## config.mk

```make
export PLATFORM = sky130hd
export DESIGN_NAME = lock_qualifier
export DESIGN_NICKNAME = d
export VERILOG_FILES = /design/src/rtl/lock_qualifier.sv
export SDC_FILE = /design/constraint.sdc
export NUM_CORES = 1
export LEC_CHECK = 0
export BUFFER_PORTS_ARGS = -buffer_cell sky130_fd_sc_hd__buf_2
export CAP_MARGIN = 20
export CORE_MARGIN = 1
export CORE_UTILIZATION = 55
export DETAILED_ROUTE_END_ITERATION = 7
export GPL_ROUTABILITY_DRIVEN = 0
export PLACE_DENSITY = 0.71
export SYNTH_ARGS = -nofsm -noshare
export SYNTH_HDL_FRONTEND = slang
export SYNTH_SLANG_ARGS = --single-unit
```

## constraint.sdc

```tcl
create_clock -name CLK_generic -period 3.6 [get_ports CLK_generic]
set_clock_uncertainty 0.05 [all_clocks]
set_input_delay 0.18 -clock CLK_generic [delete_from_list [all_inputs] [get_ports CLK_generic]]
set_output_delay 0.18 -clock CLK_generic [all_outputs]
set_load 0.02 [all_outputs]
```

## src/rtl/lock_qualifier.sv

```systemverilog
// lock_qualifier: resynchronises the clock-manager LOCKED signal, qualifies
// it over a stable window before raising IRDY, filters short unlock glitches,
// re-pulses DCM_RST on lock loss or lock timeout, and keeps sticky status.
//
// Handshake: none. IRDY is a level qualified ready. DCM_RST is a level reset
// to the clock manager. CLR_STATUS is a single-cycle clear sampled on the
// clock edge. A LOCK_LOST set on the same edge as CLR_STATUS takes priority.
module lock_qualifier #(
  parameter int CNT_W         = 16,
  parameter int RST_PULSE     = 4,
  parameter int LOCK_STABLE   = 8,
  parameter int UNLOCK_FILTER = 3,
  parameter int LOCK_TIMEOUT  = 1000
) (
  input  logic       CLK_generic,
  input  logic       RST_N,
  input  logic       LOCKED_RAW,
  input  logic       CLR_STATUS,
  output logic       IRDY,
  output logic       DCM_RST,
  output logic       LOCK_LOST,
  output logic [3:0] RETRY_COUNT
);

  typedef enum logic [1:0] {
    S_RESET = 2'd0,
    S_WAIT  = 2'd1,
    S_QUAL  = 2'd2,
    S_READY = 2'd3
  } state_t;

  localparam logic [CNT_W-1:0] ONE       = CNT_W'(1);
  localparam logic [CNT_W-1:0] ZERO      = '0;
  localparam logic [CNT_W-1:0] PULSE_C   = CNT_W'(RST_PULSE);
  localparam logic [CNT_W-1:0] STABLE_C  = CNT_W'(LOCK_STABLE);
  localparam logic [CNT_W-1:0] UNLOCK_C  = CNT_W'(UNLOCK_FILTER);
  localparam logic [CNT_W-1:0] TIMEOUT_C = CNT_W'(LOCK_TIMEOUT);

  state_t           state_q, state_d;
  logic             sync1_q, sync2_q;
  logic [CNT_W-1:0] pulse_q, pulse_d;
  logic [CNT_W-1:0] tout_q, tout_d;
  logic [CNT_W-1:0] qual_q, qual_d;
  logic [CNT_W-1:0] unlock_q, unlock_d;
  logic             irdy_q, irdy_d;
  logic             dcm_rst_q, dcm_rst_d;
  logic             lock_lost_q, lock_lost_d;
  logic [3:0]       retry_q, retry_d;

  logic             lock_s;
  logic [CNT_W-1:0] pulse_inc, tout_inc, qual_inc, unlock_inc;
  logic             go_ready, go_retry, go_lost, go_reset;

  assign lock_s = sync2_q;

  // Two-flop synchroniser for the asynchronous LOCKED input.
  always_ff @(posedge CLK_generic or negedge RST_N) begin
    if (!RST_N) begin
      sync1_q <= 1'b0;
      sync2_q <= 1'b0;
    end else begin
      sync1_q <= LOCKED_RAW;
      sync2_q <= sync1_q;
    end
  end

  // State, counters and registered outputs.
  always_ff @(posedge CLK_generic or negedge RST_N) begin
    if (!RST_N) begin
      state_q     <= S_RESET;
      pulse_q     <= '0;
      tout_q      <= '0;
      qual_q      <= '0;
      unlock_q    <= '0;
      irdy_q      <= 1'b0;
      dcm_rst_q   <= 1'b1;
      lock_lost_q <= 1'b0;
      retry_q     <= 4'd0;
    end else begin
      state_q     <= state_d;
      pulse_q     <= pulse_d;
      tout_q      <= tout_d;
      qual_q      <= qual_d;
      unlock_q    <= unlock_d;
      irdy_q      <= irdy_d;
      dcm_rst_q   <= dcm_rst_d;
      lock_lost_q <= lock_lost_d;
      retry_q     <= retry_d;
    end
  end

  // Next-state logic; ready beats timeout when both land on the same edge.
  always_comb begin
    state_d    = state_q;
    pulse_d    = pulse_q;
    tout_d     = tout_q;
    qual_d     = qual_q;
    unlock_d   = unlock_q;
    retry_d    = retry_q;
    pulse_inc  = pulse_q + ONE;
    tout_inc   = tout_q + ONE;
    qual_inc   = qual_q + ONE;
    unlock_inc = unlock_q + ONE;
    go_ready   = 1'b0;
    go_retry   = 1'b0;
    go_lost    = 1'b0;
    go_reset   = 1'b0;

    case (state_q)
      S_RESET: begin
        pulse_d = pulse_inc;
        if (pulse_inc == PULSE_C) begin
          state_d  = S_WAIT;
          pulse_d  = ZERO;
          tout_d   = ZERO;
          qual_d   = ZERO;
          unlock_d = ZERO;
        end
      end
      S_WAIT: begin
        tout_d = tout_inc;
        if (lock_s && (STABLE_C == ONE)) begin
          go_ready = 1'b1;
        end else if (tout_inc == TIMEOUT_C) begin
          go_retry = 1'b1;
        end else if (lock_s) begin
          state_d = S_QUAL;
          qual_d  = ONE;
        end
      end
      S_QUAL: begin
        tout_d = tout_inc;
        if (lock_s && (qual_inc == STABLE_C)) begin
          go_ready = 1'b1;
        end else if (tout_inc == TIMEOUT_C) begin
          go_retry = 1'b1;
        end else if (lock_s) begin
          qual_d = qual_inc;
        end else begin
          state_d = S_WAIT;
          qual_d  = ZERO;
        end
      end
      S_READY: begin
        if (!lock_s) begin
          unlock_d = unlock_inc;
          if (unlock_inc == UNLOCK_C) begin
            go_lost = 1'b1;
          end
        end else begin
          unlock_d = ZERO;
        end
      end
      default: begin
        go_reset = 1'b1;
      end
    endcase

    if (go_ready) begin
      state_d  = S_READY;
      qual_d   = ZERO;
      tout_d   = ZERO;
      unlock_d = ZERO;
    end

    if (go_retry || go_lost || go_reset) begin
      state_d  = S_RESET;
      pulse_d  = ZERO;
      tout_d   = ZERO;
      qual_d   = ZERO;
      unlock_d = ZERO;
    end

    if (go_retry && (retry_q != 4'hF)) begin
      retry_d = retry_q + 4'd1;
    end
  end

  // Registered outputs follow the next state; a new loss overrides a clear.
  always_comb begin
    irdy_d      = (state_d == S_READY);
    dcm_rst_d   = (state_d == S_RESET);
    lock_lost_d = go_lost | (lock_lost_q & ~CLR_STATUS);
  end

  assign IRDY        = irdy_q;
  assign DCM_RST     = dcm_rst_q;
  assign LOCK_LOST   = lock_lost_q;
  assign RETRY_COUNT = retry_q;

endmodule

```

==> results of run 1 <==
kinds of logic (layout without fill, tap and decap cells):
family                     count (synthesis)  count (layout)
and+or+nand+nor                          271             271
AOI/OAI and AO/OA                        136             136
DFF                                       75              75
buffers and inverters                     44              55
xor gates and xnor gates                  24              24
adders and majority gates                 13              13
muxes                                      9               9
path summary, 6_finish.rpt:
path | end | cells after the start
setup / recovery | qual_q[2] | 9
hold / removal | lock_s | 0
setup reg to reg | qual_q[2] | 9
hold reg to reg | lock_s | 0
max in group asynchronous | qual_q[1] | 2
min in group asynchronous | unlock_q[7] | 2
cells in the final DEF, fill, tap and decap left out, types with 4 or more instances in the layout:
cell type,netlist,routed
a211o_1,17,17
a211oi_1,4,4
a21o_1,9,9
a21oi_1,13,13
a22o_1,11,11
a31oi_1,5,5
and2_1,4,4
and3_1,28,28
and4_1,5,5
buf_2,9,9
buf_4,0,13
clkbuf_8,0,10
dfrtp_1,74,74
ha_1,13,13
inv_1,14,14
mux2i_1,6,6
nand2_1,46,46
nand2b_1,6,6
nand3_1,29,29
nand4_1,17,17
nor2_1,49,49
nor2b_1,6,6
nor3_1,35,35
nor4_1,8,8
o21ai_0,33,33
o22ai_1,6,6
o31ai_1,6,6
or2_2,5,5
or3_1,7,7
or4_1,7,7
xnor2_1,13,13
xor2_1,11,11
layer usage:
metal,up-vias,part of all wire,track usage
li1,2156,-,-
met1,2068,0.48,0.322
met2,66,0.47,0.392
met3,13,0.032,0.0482
met4,0,0.015,0.0781
met5,-,0,0
metrics by stage:
stage / worst slack, ns / instance area (sq um) / instances / util
finish: 0.231 / 5410 / 691 / 0.617
CTS: 0.281 / 5410 / 691 / 0.617
floorplan: 0.532 / 5020 / 572 / -
detailed placement: 0.316 / 5160 / 672 / 0.588
global placement: 0.312 / 5160 / 672 / 0.588
global route: 0.0190 / 5410 / 691 / 0.617
critical path, stage by stage, from the launching register on:
cell	delay, ns
dfrtp_1	0.40
ha_1	0.24
nand3_1	0.12
or4_1	0.47
or4_1	0.44
a2111oi_0	0.47
o31ai_1	0.24
nand2_1	0.20
o21ai_2	0.22
a221o_1	0.40
power by group:
group | switching [mW] | internal (mW)
Sequential | 0.0847 | 0.913
Clock | 0.321 | 0.407
Combinational | 0.637 | 0.342
Total | 1.04 | 1.66
registers in the layout, indices dropped and copies added, names as in the netlist:
signal       cells
RETRY_COUNT      4
DCM_RST          1
IRDY             1
state_q          2
qual_q          16
pulse_q         16
unlock_q        16
sync1_q          1
lock_s           1
LOCK_LOST        1
tout_q          16
layout make-up:
type / instances / area, sq um
inverters: 14 / 52.6
repair buffers: 25 / 173
multi-input cells: 453 / 2950
clock inverters: 5 / 77.6
clock buffers: 11 / 141
flip-flops and latches: 75 / 1880
fillers: 748 / 3360
well taps: 108 / 135
what timing repair did:
action	in CTS	in global routing
setup endpoints to repair	0	0
endpoints found under the hold margin	76	0
resized for setup	0	0
hold buffers	3	0
==> results.py, run 1 <==
metrics = {
    "synth": {
        "synth_top_family_by_area": "simple AND/OR/NAND/NOR gates",
        "synth_common_cells": "dfrtp_1, nor2_1, nand2_1",
        "ys.flop_type": "dfrtp_1",
        "synth_edf_count": 0,
        "synth-simple-area-share": 0.296,
        "syn_nets": 589,
        "ys_warn_count": 0,
        "synth_compound_area_frac": 0.198,
        "synth_area_leader_cell": "dfrtp_1",
        "ys_seq_elements": 75,
        "syn_area_per_cell_sq_um": 8.78,
        "synthDominantCellAreaShare": 0.369,
        "synth_mux_area_frac": 0.0187,
        "syn_area_sq_um": 5020,
        "yosys.area_share.adder": 0.0324,
        "synth_area_leaders": "dfrtp_1, nor2_1, and3_1",
        "synth_xor_area_frac": 0.0418,
        "synth-async-reset-ratio": 1.00,
        "synth.distinct_cells": 71,
        "synth-seq-area-share": 0.374,
        "synth_most_common_cell": "dfrtp_1",
        "syn_inst": 572,
    },
    "min_path": {
        "hold_start": "sync1_q",
        "hold_path_class": "flop to flop",
    },
    "clock_tree": {
        "insertion_delay_ns": 0.37,
        "cts_tree": "built",
        "cts.sinks": 75,
        "root_buffer": "clkbuf_8",
        "htree_levels": 3,
        "clockBufferDepth": 2,
        "numCtsBuffers": 9,
        "post_cts_buffers": 0,
        "path_clk_slew_ns": 0.08,
    },
    "die": {
        "die_w_um": 97.6,
        "initial_utilization": 0.573,
        "die_area_sq_um": 9520,
        "ios": 11,
        "die_y_um": 97.6,
        "coreArea_sq_um": 8760,
        "num_rows": 34,
    },
    "setup_path": {
        "crit_type": "flop to flop",
        "cp.required_ns": 3.78,
        "crit_start": "tout_q[0]",
        "ff2ff_setup_slack_ns": 0.23,
        "reg2reg_from": "tout_q[0]",
        "worstSetupStartpointType": "flop",
        "cp_max_fo": 13,
        "crit_path_end_kind": "flop",
        "worstPathArrival_ns": 3.55,
    },
    "route": {
        "wl_per_cell_um": 15.5,
        "dr.pass1.iters": 5,
        "drc": 0,
        "wl_mm": 10.7,
        "viasPerCell": 6.23,
        "detail-route-antenna-nets": 0,
        "drtIter0Drc": 218,
        "num_vias": 4303,
    },
    "finish": {
        "drive_gt1_frac": 0.110,
        "nets": 595,
        "antenna_cells": 0,
        "area_delta_synth_final_pct": 7.57,
    },
    "global_route": {
        "grt_max_degree": 76,
        "grt_pass1_vias": 4102,
        "grt_util_all_layers": 0.241,
        "antenna_found_initial": 0,
        "grt_pass1_wl_mm": 18.9,
        "grt_overflow": 0,
    },
    "placed_design": {
        "io_buffers": 10,
        "place_hpwl_mm": 7.34,
    },
    "power": {
        "p_per_area_nw_per_um2": 500,
        "p_leak_nw": 2.48,
        "vdd_drop_max_mv": 0.352,
        "total_power_mw": 2.70,
    },
    "timing": {
        "fin_crit_ns": 3.37,
        "relSlewSlack": 0.388,
        "tightest_slew_ns": 0.918,
        "holdWs_ns": 0.309,
        "fmax_mhz": 297,
        "final-hold-violation-count": 0,
        "rsz0062_at_grt": "false",
        "drv_slew": 0,
        "min_period_over_period": 0.936,
        "tns_ns": 0,
        "final-setup-viol-count": 0,
    },
    "job": {
        "drv_cap": 0,
    },
    "outcome": {
        "outcome": "finished clean",
    },
}
Power figures use the tool's default switching activity.
==> run 2: changes to the inputs <==
==> constraint.sdc (replaced) <==
create_clock -name CLK_generic -period 4.35 [get_ports CLK_generic]
set_clock_uncertainty 0.05 [all_clocks]
set_input_delay 0.2175 -clock CLK_generic [delete_from_list [all_inputs] [get_ports CLK_generic]]
set_output_delay 0.2175 -clock CLK_generic [all_outputs]
set_load 0.02 [all_outputs]
==> results.py, run 2 (synthesis gave the netlist of run 1 again) <==
metrics = {
    "global_route": {
        "grt_overflow": 0,
        "antenna_found_initial": 0,
        "grt_pass1_vias": 3999,
        "grt_pass1_wl_mm": 19.0,
        "grt_max_degree": 76,
        "grt_util_all_layers": 0.242,
    },
    "finish": {
        "drive_gt1_frac": 0.0942,
        "layout_common_cells": "dfrtp_1, nor2_1, nand2_1, nor3_1, o21ai_0",
        "area_delta_synth_final_pct": 5.10,
        "antenna_cells": 0,
        "final_area_sq_um": 5280,
        "nets": 585,
        "final_common_cell": "dfrtp_1",
        "fill_cells": 770,
        "finalNonFillerCells": 681,
    },
    "die": {
        "die_area_sq_um": 9520,
        "initial_utilization": 0.573,
        "die_y_um": 97.6,
        "die_w_um": 97.6,
        "num_rows": 34,
        "ios": 11,
        "coreArea_sq_um": 8760,
    },
    "route": {
        "detail-route-antenna-nets": 0,
        "viasPerCell": 6.32,
        "drtIter0Drc": 234,
        "wl_mm": 10.9,
        "wl_per_cell_um": 16.0,
        "drc": 0,
        "num_vias": 4304,
        "dr.pass1.iters": 5,
    },
    "setup_path": {
        "crit_path_end_kind": "flop",
        "reg2reg_depth": 9,
        "worstPathArrival_ns": 4.01,
        "reg2reg_from": "tout_q[0]",
        "worstSetupStartpointType": "flop",
        "cp.required_ns": 4.54,
        "crit_chain": "ha_1, nand3_1, or4_1, or4_1, a2111oi_0, o31ai_1, nand2_1, o21ai_2, a221o_1",
        "crit_type": "flop to flop",
        "r2r-end": "qual_q[2]",
        "slowest_stage": "or4_1",
        "cp_max_fo": 13,
        "ff2ff_setup_slack_ns": 0.53,
        "max_stage_delay_ns": 0.51,
        "cpMostUsedCell": "or4_1",
    },
    "clock_tree": {
        "path_clk_slew_ns": 0.08,
        "post_cts_buffers": 0,
        "clockBufferDepth": 2,
        "root_buffer": "clkbuf_8",
        "cts.sinks": 75,
        "insertion_delay_ns": 0.36,
        "htree_levels": 3,
        "numCtsBuffers": 9,
        "cts_tree": "built",
    },
    "power": {
        "vdd_drop_max_mv": 0.219,
        "p_leak_nw": 2.40,
        "p_per_area_nw_per_um2": 393,
    },
    "timing": {
        "final-setup-viol-count": 0,
        "final-hold-violation-count": 0,
        "min_period_over_period": 0.878,
        "tightest_slew_ns": 0.971,
        "fin_crit_ns": 3.82,
        "rsz0062_at_grt": "false",
        "tns_ns": 0,
        "fmax_mhz": 262,
        "drv_slew": 0,
        "relSlewSlack": 0.350,
        "timing.final.ws_setup_ns": 0.531,
    },
    "min_path": {
        "hold_start": "sync1_q",
        "hold_path_class": "flop to flop",
        "holdPathEnd": "lock_s",
        "hold_depth": 0,
    },
    "placed_design": {
        "dp.cells": 662,
        "dpl_cell_area_sq_um": 5080,
        "io_buffers": 10,
        "place_ws_ns": 0.672,
        "place_hpwl_mm": 7.38,
    },
    "outcome": {
        "outcome": "finished clean",
    },
    "job": {
        "drv_cap": 0,
    },
}
run 2: cell types whose count changed in the layout (fill, tap and decap cells not counted):
cell / before / now
buf_4: 13 / 3
bufinv_16: 2 / 0
clkbuf_8: 10 / 9
clkinv_4: 0 / 2
clkinvlp_4: 1 / 2
run 2: routing by layer:
metal,vias up,GRT usage,share of wire
met5,-,0,0
met4,0,0.0905,0.014
met3,14,0.0309,0.039
met2,94,0.400,0.47
met1,2064,0.326,0.48
li1,2132,-,-
run 2: stage by stage:
step	hold WS, ns	power [mW]	utilization
after floorplan	-0.128	1.45	-
after global placement	0.276	1.59	0.580
after detailed placement	0.277	1.61	0.580
after CTS	0.304	2.09	0.603
after global routing	0.325	2.21	0.603
final	0.308	2.08	0.603
run 2: cell type report:
cell class / instances / area [sq um] / share of cell area
Multi-Input combinational cell: 453 / 2950 / 0.558
Sequential cell: 75 / 1880 / 0.356
Tap cell: 108 / 135 / 0.0256
Clock buffer: 10 / 128 / 0.0242
Timing Repair Buffer: 15 / 97.6 / 0.0185
Inverter: 14 / 52.6 / 0.00995
Clock inverter: 6 / 42.5 / 0.00805
run 2: worst max-delay path by stage:
stage                         start         end  slack, ns  cells after the start
final                     tout_q[0]   qual_q[2]       0.53                      9
after global routing      tout_q[0]  qual_q[10]       0.21                      9
after CTS                 tout_q[0]   qual_q[2]       0.61                      9
after detailed placement  tout_q[0]  qual_q[10]       0.67                      9
after global placement    tout_q[0]  qual_q[10]       0.74                      9
after floorplan           tout_q[0]  tout_q[13]       1.28                     11
run 2: worst max-delay path: cells and delay by family (launching register included):
| kind | cells | cell delay, ns |
|---|---|---|
| simple gates | 4 | 1.62 |
| fa+ha+maj | 1 | 0.24 |
| flops | 1 | 0.40 |
| compound gates | 4 | 1.39 |
run 2: power by group:
group	internal (mW)	total [mW]	switching (mW)
registers	0.755	0.825	0.0699
logic	0.259	0.773	0.513
clock network	0.207	0.479	0.272
total	1.22	2.08	0.855
run 2: what timing repair did:
action | CTS | global route
hold buffers | 3 | 0
hold endpoints to repair | 76 | 0
gates resized for setup | 0 | 0
==> run 3: changes to the inputs <==
--- a/config.mk
+++ b/config.mk
@@ -11,7 +11,7 @@
 export CORE_UTILIZATION = 55
 export DETAILED_ROUTE_END_ITERATION = 7
 export GPL_ROUTABILITY_DRIVEN = 0
-export PLACE_DENSITY = 0.71
+export PLACE_DENSITY = 0.74
 export SYNTH_ARGS = -nofsm -noshare
 export SYNTH_HDL_FRONTEND = slang
 export SYNTH_SLANG_ARGS = --single-unit
==> constraint.sdc (replaced) <==
create_clock -name CLK_generic -period 3.15 [get_ports CLK_generic]
set_clock_uncertainty 0.05 [all_clocks]
set_input_delay 0.1575 -clock CLK_generic [delete_from_list [all_inputs] [get_ports CLK_generic]]
set_output_delay 0.1575 -clock CLK_generic [all_outputs]
set_load 0.02 [all_outputs]
==> results.py, run 3 (synthesis gave the netlist of run 1 again) <==
metrics = {
    "placed_design": {
        "dp.cells": 699,
        "io_buffers": 10,
        "place_hpwl_mm": 7.66,
    },
    "route": {
        "viasPerCell": 6.24,
        "num_vias": 4502,
        "wl_per_cell_um": 15.8,
        "wl_mm": 11.4,
        "drc": 0,
        "detail-route-antenna-nets": 0,
        "dr.pass1.iters": 5,
        "drtIter0Drc": 230,
    },
    "min_path": {
        "hold_path_class": "flop to flop",
    },
    "finish": {
        "area_delta_synth_final_pct": 14.7,
        "final_common_cell": "dfrtp_1",
        "drive_gt1_frac": 0.188,
        "layout_common_cells": "dfrtp_1, nor2_1, nand2_1, buf_4, o21ai_0",
        "nets": 626,
        "finalNonFillerCells": 721,
        "fill_cells": 711,
        "antenna_cells": 0,
        "final_util": 0.658,
    },
    "power": {
        "p_per_area_nw_per_um2": 545,
        "p_sw_mw": 1.24,
        "intPower_mw": 1.90,
        "pwr-share-seq": 0.351,
        "combPwrFrac": 0.445,
        "swShare": 0.396,
        "p_leak_nw": 2.63,
        "power_frac_clock": 0.204,
        "vdd_drop_max_mv": 0.370,
    },
    "setup_path": {
        "crit_chain": "ha_1, or4b_1, or4_1, a2111o_1, o21ai_4, buf_4, or4b_4, nor3b_2, a21o_1",
        "max_stage_delay_ns": 0.55,
        "slowest_stage": "or4b_4",
        "crit_path_end_kind": "flop",
        "crit_type": "flop to flop",
        "cp.required_ns": 3.39,
        "cp_top_family": "simple AND/OR/NAND/NOR gates",
        "worstSetupStartpointType": "flop",
        "crit_buf_inv": 1,
        "worstPathArrival_ns": 3.34,
        "cp_max_fo": 8,
    },
    "global_route": {
        "grt_pass1_wl_mm": 19.2,
        "grt_overflow": 0,
        "grt_max_degree": 76,
        "grt_pass1_vias": 4042,
        "antenna_found_initial": 0,
        "grt_util_all_layers": 0.244,
    },
    "timing": {
        "tightest_slew_ns": 0.934,
        "holdWs_ns": 0.316,
        "final-setup-viol-count": 0,
        "relSlewSlack": 0.377,
        "rsz0062_at_grt": "true",
        "min_period_over_period": 0.985,
        "drv_slew": 0,
        "fin_crit_ns": 3.10,
        "fmax_mhz": 322,
        "final-hold-violation-count": 0,
    },
    "die": {
        "coreArea_sq_um": 8760,
        "initial_utilization": 0.573,
        "die_y_um": 97.6,
        "die_area_sq_um": 9520,
        "num_rows": 34,
        "die_w_um": 97.6,
        "ios": 11,
    },
    "clock_tree": {
        "clockBufferDepth": 2,
        "path_clk_slew_ns": 0.08,
        "htree_levels": 3,
        "insertion_delay_ns": 0.35,
        "cts_tree": "built",
        "root_buffer": "clkbuf_8",
        "cts.sinks": 75,
        "numCtsBuffers": 9,
    },
    "job": {
        "drv_cap": 0,
    },
    "outcome": {
        "outcome": "finished clean",
    },
}
## run 3: changes by cell type in the layout (fill, tap and decap cells not counted), sizes merged
cell      before  now
clkinv         4    1
or4b           2    3
clkbuf        10   13
clkinvlp       2    1
buf           12   52
## run 3: per-stage QoR
step | setup slack (ns) | TNS, ns | power, mW | instance area (sq um)
finish | 0.0481 | 0 | 3.14 | 5760
global route | -0.0405 | -0.381 | 3.34 | 5760
CTS | 0.0149 | 0 | 3.00 | 5550
detailed placement | 0.0265 | 0 | 2.35 | 5360
global placement | 0.101 | 0 | 2.32 | 5360
floorplan | 0.0818 | 0 | 2.00 | 5020
## run 3: area by class of cell
type | count | area, sq um | share of cell area
clock buffers | 13 | 149 | 0.0258
flip-flops and latches | 75 | 1880 | 0.326
inverters | 14 | 52.6 | 0.00912
clock inverters | 2 | 12.5 | 0.00217
well taps | 108 | 135 | 0.0234
multi-input cells | 454 | 3140 | 0.545
repair buffers | 55 | 398 | 0.0690
## run 3: power by group through the flow
stage | registers, mW | logic, mW | clock network, mW
finish | 1.10 | 1.40 | 0.641
floorplan | 1.14 | 0.851 | 0
CTS | 1.10 | 1.24 | 0.659
global placement | 1.11 | 1.21 | 0
global route | 1.11 | 1.53 | 0.701
detailed placement | 1.12 | 1.23 | 0
## run 3: worst register-to-register path: stages (launching register included)
cell	delay [ns]
dfrtp_1	0.36
ha_1	0.16
or4b_1	0.42
or4_1	0.42
a2111o_1	0.38
o21ai_4	0.27
buf_4	0.15
or4b_4	0.55
nor3b_2	0.21
a21o_1	0.10
## run 3: what timing repair did
action	CTS	global route
buffers inserted	0	3
setup endpoints to repair	4	46
hold buffers	3	0
pin swaps	0	5
gates cloned	0	1
hold endpoints to repair	76	0
resized for setup	1	32
## run 3: worst paths after layout
kind	start	endpoint	slack [ns]	cells after the start
setup / recovery	pulse_q[0]	tout_q[13]	0.05	9
hold / removal	sync1_q	lock_s	0.32	0
setup reg to reg	pulse_q[0]	tout_q[13]	0.05	9
hold reg to reg	sync1_q	lock_s	0.32	0
max in group asynchronous	RST_N	RETRY_COUNT[0]	2.00	2
min in group asynchronous	RST_N	unlock_q[6]	0.44	2
## run 3: per-layer routing
| metal | wire length (um) | share of wire | GRT usage |
|---|---|---|---|
| met1 | 5340 | 0.47 | 0.339 |
| met2 | 5480 | 0.48 | 0.391 |
| met3 | 424 | 0.037 | 0.0432 |
| met4 | 121 | 0.011 | 0.0679 |
| met5 | 0 | 0 | 0 |
